===== config.mk =====
export PLATFORM = sky130hd
export DESIGN_NAME = mm_score_engine
export DESIGN_NICKNAME = d
export VERILOG_FILES = /design/src/rtl/mm_score_engine.sv
export SDC_FILE = /design/constraint.sdc
export NUM_CORES = 1
export LEC_CHECK = 0
export ABC_AREA = 1
export BUFFER_PORTS_ARGS = -buffer_cell sky130_fd_sc_hd__buf_2
export CAP_MARGIN = 20
export CORE_MARGIN = 2
export CORE_UTILIZATION = 58
export CTS_CLUSTER_DIAMETER = 120
export DETAILED_ROUTE_END_ITERATION = 10
export PLACE_DENSITY = 0.85
export SKIP_CTS_REPAIR_TIMING = 1
export SLEW_MARGIN = 25
export SYNTH_ARGS = -nofsm -noshare
export SYNTH_HDL_FRONTEND = slang
export SYNTH_SLANG_ARGS = --single-unit

===== constraint.sdc =====
create_clock -name clock -period 3 [get_ports clock]
set_clock_uncertainty 0.15 [all_clocks]
set_input_delay 0.3 -clock clock [delete_from_list [all_inputs] [get_ports clock]]
set_output_delay 0.3 -clock clock [all_outputs]
set_load 0.1 [all_outputs]

===== src/rtl/mm_score_engine.sv =====
// Mastermind scorer: latches a code/guess pair, then scans exact matches (RED)
// and colour-only matches (WHITE) one peg per cycle before publishing the score.
module mm_score_engine #(
    parameter int unsigned PEGS    = 4,
    parameter int unsigned COLOR_W = 3,
    localparam int unsigned CNT_W  = $clog2(PEGS + 1),
    localparam int unsigned VEC_W  = PEGS * COLOR_W
) (
    input  logic             clock,
    input  logic             resetn,
    input  logic             start,
    input  logic             abort,
    input  logic [VEC_W-1:0] code,
    input  logic [VEC_W-1:0] guess,
    output logic             busy,
    output logic             done,
    output logic [CNT_W-1:0] red,
    output logic [CNT_W-1:0] white,
    output logic             win
);

    typedef enum logic [1:0] {IDLE, RED, WHITE, DONE} state_t;

    state_t             state_q, state_d;
    logic [VEC_W-1:0]   code_q, code_d;
    logic [VEC_W-1:0]   guess_q, guess_d;
    logic [PEGS-1:0]    code_used_q, code_used_d;
    logic [PEGS-1:0]    guess_used_q, guess_used_d;
    logic [CNT_W-1:0]   red_cnt_q, red_cnt_d;
    logic [CNT_W-1:0]   white_cnt_q, white_cnt_d;
    logic [CNT_W-1:0]   idx_q, idx_d;
    logic               busy_d, done_d, win_d;
    logic [CNT_W-1:0]   red_d, white_d;

    logic [PEGS-1:0]    idx_oh;
    logic [COLOR_W-1:0] code_i, guess_i;
    logic               code_used_i;
    logic [PEGS-1:0]    match_oh;
    logic               found;

    // Next-state, scan datapath and registered-output values
    always_comb begin
        state_d      = state_q;
        code_d       = code_q;
        guess_d      = guess_q;
        code_used_d  = code_used_q;
        guess_used_d = guess_used_q;
        red_cnt_d    = red_cnt_q;
        white_cnt_d  = white_cnt_q;
        idx_d        = idx_q;
        red_d        = red;
        white_d      = white;
        win_d        = win;
        idx_oh       = '0;
        code_i       = '0;
        guess_i      = '0;
        code_used_i  = 1'b0;
        match_oh     = '0;
        found        = 1'b0;

        for (int k = 0; k < PEGS; k++) begin
            if (idx_q == CNT_W'(k)) begin
                idx_oh[k]   = 1'b1;
                code_i      = code_q[k*COLOR_W +: COLOR_W];
                guess_i     = guess_q[k*COLOR_W +: COLOR_W];
                code_used_i = code_used_q[k];
            end
        end

        // Lowest unused guess peg carrying the current code colour
        for (int j = 0; j < PEGS; j++) begin
            if (!found && !guess_used_q[j] && (guess_q[j*COLOR_W +: COLOR_W] == code_i)) begin
                match_oh[j] = 1'b1;
                found       = 1'b1;
            end
        end

        case (state_q)
            IDLE: begin
                if (start) begin
                    code_d       = code;
                    guess_d      = guess;
                    code_used_d  = '0;
                    guess_used_d = '0;
                    red_cnt_d    = '0;
                    white_cnt_d  = '0;
                    idx_d        = '0;
                    state_d      = RED;
                end
            end
            RED: begin
                if (abort) begin
                    state_d = IDLE;
                end else begin
                    if (code_i == guess_i) begin
                        red_cnt_d    = red_cnt_q + CNT_W'(1);
                        code_used_d  = code_used_q | idx_oh;
                        guess_used_d = guess_used_q | idx_oh;
                    end
                    if (idx_q == CNT_W'(PEGS - 1)) begin
                        idx_d   = '0;
                        state_d = WHITE;
                    end else begin
                        idx_d = idx_q + CNT_W'(1);
                    end
                end
            end
            WHITE: begin
                // The extra pass at idx == PEGS publishes straight from the count registers
                if (abort) begin
                    state_d = IDLE;
                end else if (idx_q == CNT_W'(PEGS)) begin
                    red_d   = red_cnt_q;
                    white_d = white_cnt_q;
                    win_d   = (red_cnt_q == CNT_W'(PEGS));
                    state_d = DONE;
                end else begin
                    if (!code_used_i && found) begin
                        guess_used_d = guess_used_q | match_oh;
                        white_cnt_d  = white_cnt_q + CNT_W'(1);
                    end
                    idx_d = idx_q + CNT_W'(1);
                end
            end
            DONE: begin
                state_d = IDLE;
            end
            default: begin
                state_d = IDLE;
            end
        endcase

        busy_d = (state_d != IDLE);
        done_d = (state_d == DONE);
    end

    // State, scan registers and outputs
    always_ff @(posedge clock or negedge resetn) begin
        if (!resetn) begin
            state_q      <= IDLE;
            code_q       <= '0;
            guess_q      <= '0;
            code_used_q  <= '0;
            guess_used_q <= '0;
            red_cnt_q    <= '0;
            white_cnt_q  <= '0;
            idx_q        <= '0;
            busy         <= 1'b0;
            done         <= 1'b0;
            red          <= '0;
            white        <= '0;
            win          <= 1'b0;
        end else begin
            state_q      <= state_d;
            code_q       <= code_d;
            guess_q      <= guess_d;
            code_used_q  <= code_used_d;
            guess_used_q <= guess_used_d;
            red_cnt_q    <= red_cnt_d;
            white_cnt_q  <= white_cnt_d;
            idx_q        <= idx_d;
            busy         <= busy_d;
            done         <= done_d;
            red          <= red_d;
            white        <= white_d;
            win          <= win_d;
        end
    end

endmodule


==> parameters.txt <==
Parameter                              Value

Global routing
  First-pass GRT wire length ... 11320 um
  Total GRT Usage ... 0.2395
  Maximum number of pins on one net before global-route repair ... 53
  GRT overflow ... 0
  Number of antenna violations at the first check in global routing ... 0
  Vias in the first global route ... 2567

Synthesis
  Area share of the largest cell type after synthesis ... 0.4248
  Fraction of the yosys area taken by sequential cells ... 0.4248
  Flops & latches, synth ... 52
  Top FF cell, synth ... dfrtp_1
  Syn Area/Cell ... 7.258 um^2
  Share of the synthesized area in compound gates (AO/OA/AOI/OAI) ... 0.09641
  Dominant cell by count in the synthesized netlist ... nand2_1
  Post-Syn Area ... 3063 um^2
  Synth warnings ... 0
  Fraction of registers with async set or reset after synthesis ... 1.000
  Number of synthesized flops with an enable pin ... 0
  Multiplexer share of the synthesized area ... 0
  Count of different cell masters after synthesis ... 29
  Combinational family with the most area after synthesis ... simple AND/OR/NAND/NOR gates
  Fraction of the mapped netlist area in simple logic gates ... 0.3309
  Top cell type by total area after synthesis ... dfrtp_1
  Adder-cell share of the synthesized area ... 0.04902
  Xor/xnor share of the synthesized area ... 0.005719
  Net Count, Synth ... 462
  Area contributors post-synth ... dfrtp_1 42%, nand2_1 19%, inv_1 6.1%, nand3_1 5.2%, ha_1 4.9%
  Most used standard cells in the synthesized netlist ... 158 x nand2_1, 52 x dfrtp_1, 50 x inv_1, 32 x nand3_1, 29 x o21ai_0
  Number of cells produced by synthesis ... 422

Setup path
  Maximum fanout along the worst path ... 11
  Longest individual stage delay on the worst path ... 0.43 ns
  Chain of cells forming the critical path ... ha_1, ha_1, inv_2, o21ai_0, inv_1, nand2_1, nand2_2, inv_1, nand2_1, nand2_1, nand3b_1, nand2_2, nand2_2, a21oi_2, buf_4, nand2_1, nand2_1, nand2_1
  Cell with the largest stage delay on the worst path ... dfrtp_1
  CP startpoint kind ... register
  Library cell appearing most often on the critical path ... nand2_1
  Register-to-register path setup slack ... 0.35 ns
  Critical path type ... reg -> reg
  Data arrival time at the worst-slack endpoint ... 2.72 ns
  Critical Path End Type ... register
  Critical path required time ... 3.07 ns

Cells and area
  Number of nets in the finished design ... 502
  Number of antenna diodes ... 0
  Final-layout fill cell count ... about 460
  Fraction of layout cells with a size suffix above 1 ... 0.1706
  Area growth, synth to finish ... 12.46%
  Non-filler instance count after layout ... 533

STA
  Final max-slew violation count ... 0
  Relative slew margins ... 0.5201
  Worst slew pin tran ... roughly 0.72 ns
  Final-report setup violation count ... 0
  Post-layout minimum cycle time ... 2.654 ns
  Final worst-path cycle share ... 0.8848
  Unrepaired setup endpoints after global routing ... no
  Endpoints failing hold ... 0
  Peak Freq ... 376.7 MHz
  Final total negative setup slack ... 0 ns

Power and ir drop
  Power density cells ... 1039 nW/um^2
  Worst ir drop on vdd ... 0.0006609 V
  Static leakage power ... 1.865 nW

Outcome
  Run status ... completed

Floorplanning
  Area of the die ... 5878 um^2
  Chip width ... 76.67 um
  Starting density of the core ... 0.5997
  Top Ports ... 37
  Core Region ... 5107 um^2
  Floorplan row count ... 26
  Die height ... 76.67 um

Route
  Via count ... 2724
  Met1 routed wirelength after detailed routing ... 3012 um
  Met3 wirelength from detailed routing ... 338 um
  Initial drt markers ... just under 200
  Final routed DRC violation total ... 0
  Met2 layer wire length in the routed design ... ~3200 um
  Routed wirelength normalized by instance count ... 12.48 um
  Top Metal Used ... met4
  Average vias per placed instance ... 5.111
  Routed WL ... ~6700 um
  DRT Pass-1 Iters ... 4
  Antenna Violating Nets Remaining ... 0

Placement
  Routability congestion estimate ... slightly above 0.9
  Port bufs ... 36
  HPWL after DPL ... 5007 um
  Placed Instances ... 524

Clock tree
  H-tree levels ... 2
  Reg clk slew, reported paths ... 0.10 ns
  Total CTS buffers ... 5
  Worst-skew pair later-pin latency ... 0.32 ns
  Buffer cell driving the clock tree root ... clkbuf_8
  Clock sinks ... 52
  TritonCTS clock tree ... built
  Max Root-Sink Buffers ... 2

Hold path
  Path category of the worst min-delay check ... in -> reg

Job
  Max-cap viol count ... 0
==> critical path: cells and delay by family, from the launching register on <==
kind            cells  cell delay [ns]
flops               1             0.43
compound gates      2             0.20
simple gates       10             0.85
buf+inv             4             0.47
fa+ha+maj           2             0.45
==> per-layer routing <==
metal / global-route usage / vias up
met3: 0.05059 / 12
met4: 0.07636 / 0
met2: 0.4053 / 84
met5: 0 / -
met1: 0.3075 / 1231
li1: - / 1397
==> cells by family after synthesis <==
family	after synthesis
flops	52
buf+inv	69
xor+xnor	2
simple gates	235
fa+ha+maj	12
compound gates	52
==> layout by cell type, fill, tap and decap left out, types with 5 or more instances in the layout <==
| master | Yosys | layout |
|---|---|---|
| o21ai_0 | 29 | 29 |
| nand2_2 | 9 | 9 |
| nor2_1 | 18 | 18 |
| dfrtp_1 | 52 | 52 |
| nand2_1 | 158 | 158 |
| buf_4 | 0 | 6 |
| nand3_1 | 32 | 32 |
| a21oi_1 | 5 | 5 |
| inv_1 | 50 | 50 |
| o21ai_1 | 5 | 5 |
| inv_2 | 5 | 5 |
| ha_1 | 12 | 12 |
| buf_2 | 1 | 35 |
| nor2_2 | 5 | 5 |
| clkbuf_8 | 0 | 6 |
==> power by group <==
group | switching [mW] | internal (mW) | leakage (nW)
sequential | 0.158 | 0.936 | 0.666
clock | 0.244 | 0.273 | 0.0614
combinational | 1.32 | 0.644 | 1.14
==> sequential cells by signal (all words and copies together) (netlist names), 4 cells and up <==
| signal | count |
|---|---|
| guess_q | 12 |
| guess_used_q | 4 |
| code_used_q | 4 |
| code_q | 12 |
==> path summary, 6_finish.rpt <==
kind / startpoint / end / cells after the start
min in group asynchronous: resetn / code_q[3] / 2
worst max register to register: idx_q[0] / code_used_q[3] / 18
worst min-delay path: code[0] / code_q[0] / 3
worst min register to register: white[0] / white[0] / 2
worst max-delay path: idx_q[0] / code_used_q[3] / 18
max in group asynchronous: resetn / guess_used_q[3] / 2
==> cell type report <==
class                      count  area [um^2]  area share
clock buffer                   6        82.58     0.02397
clock inverter                 2        38.79     0.01126
inverter                      60        227.7     0.06611
multi-input combinational    301         1476      0.4286
sequential                    52         1301      0.3778
tap                           70        87.58     0.02543
timing repair buffer          42        230.2     0.06684
==> per-stage QoR <==
stage               hold WS [ns]  setup WS (ns)  utilization  total power [mW]  area [um^2]
floorplan                -0.1456         0.6385            -             2.639         3063
global placement          0.2980         0.4537       0.6482             3.003         3311
detailed placement        0.2199         0.3647       0.6487             3.056         3313
CTS                      -0.1272         0.3498       0.6725             3.575         3435
global route             0.03355         0.1247       0.6744             3.917         3445
finish                   0.01426         0.3456       0.6744             3.580         3445
(Power assumes the default switching activity.)
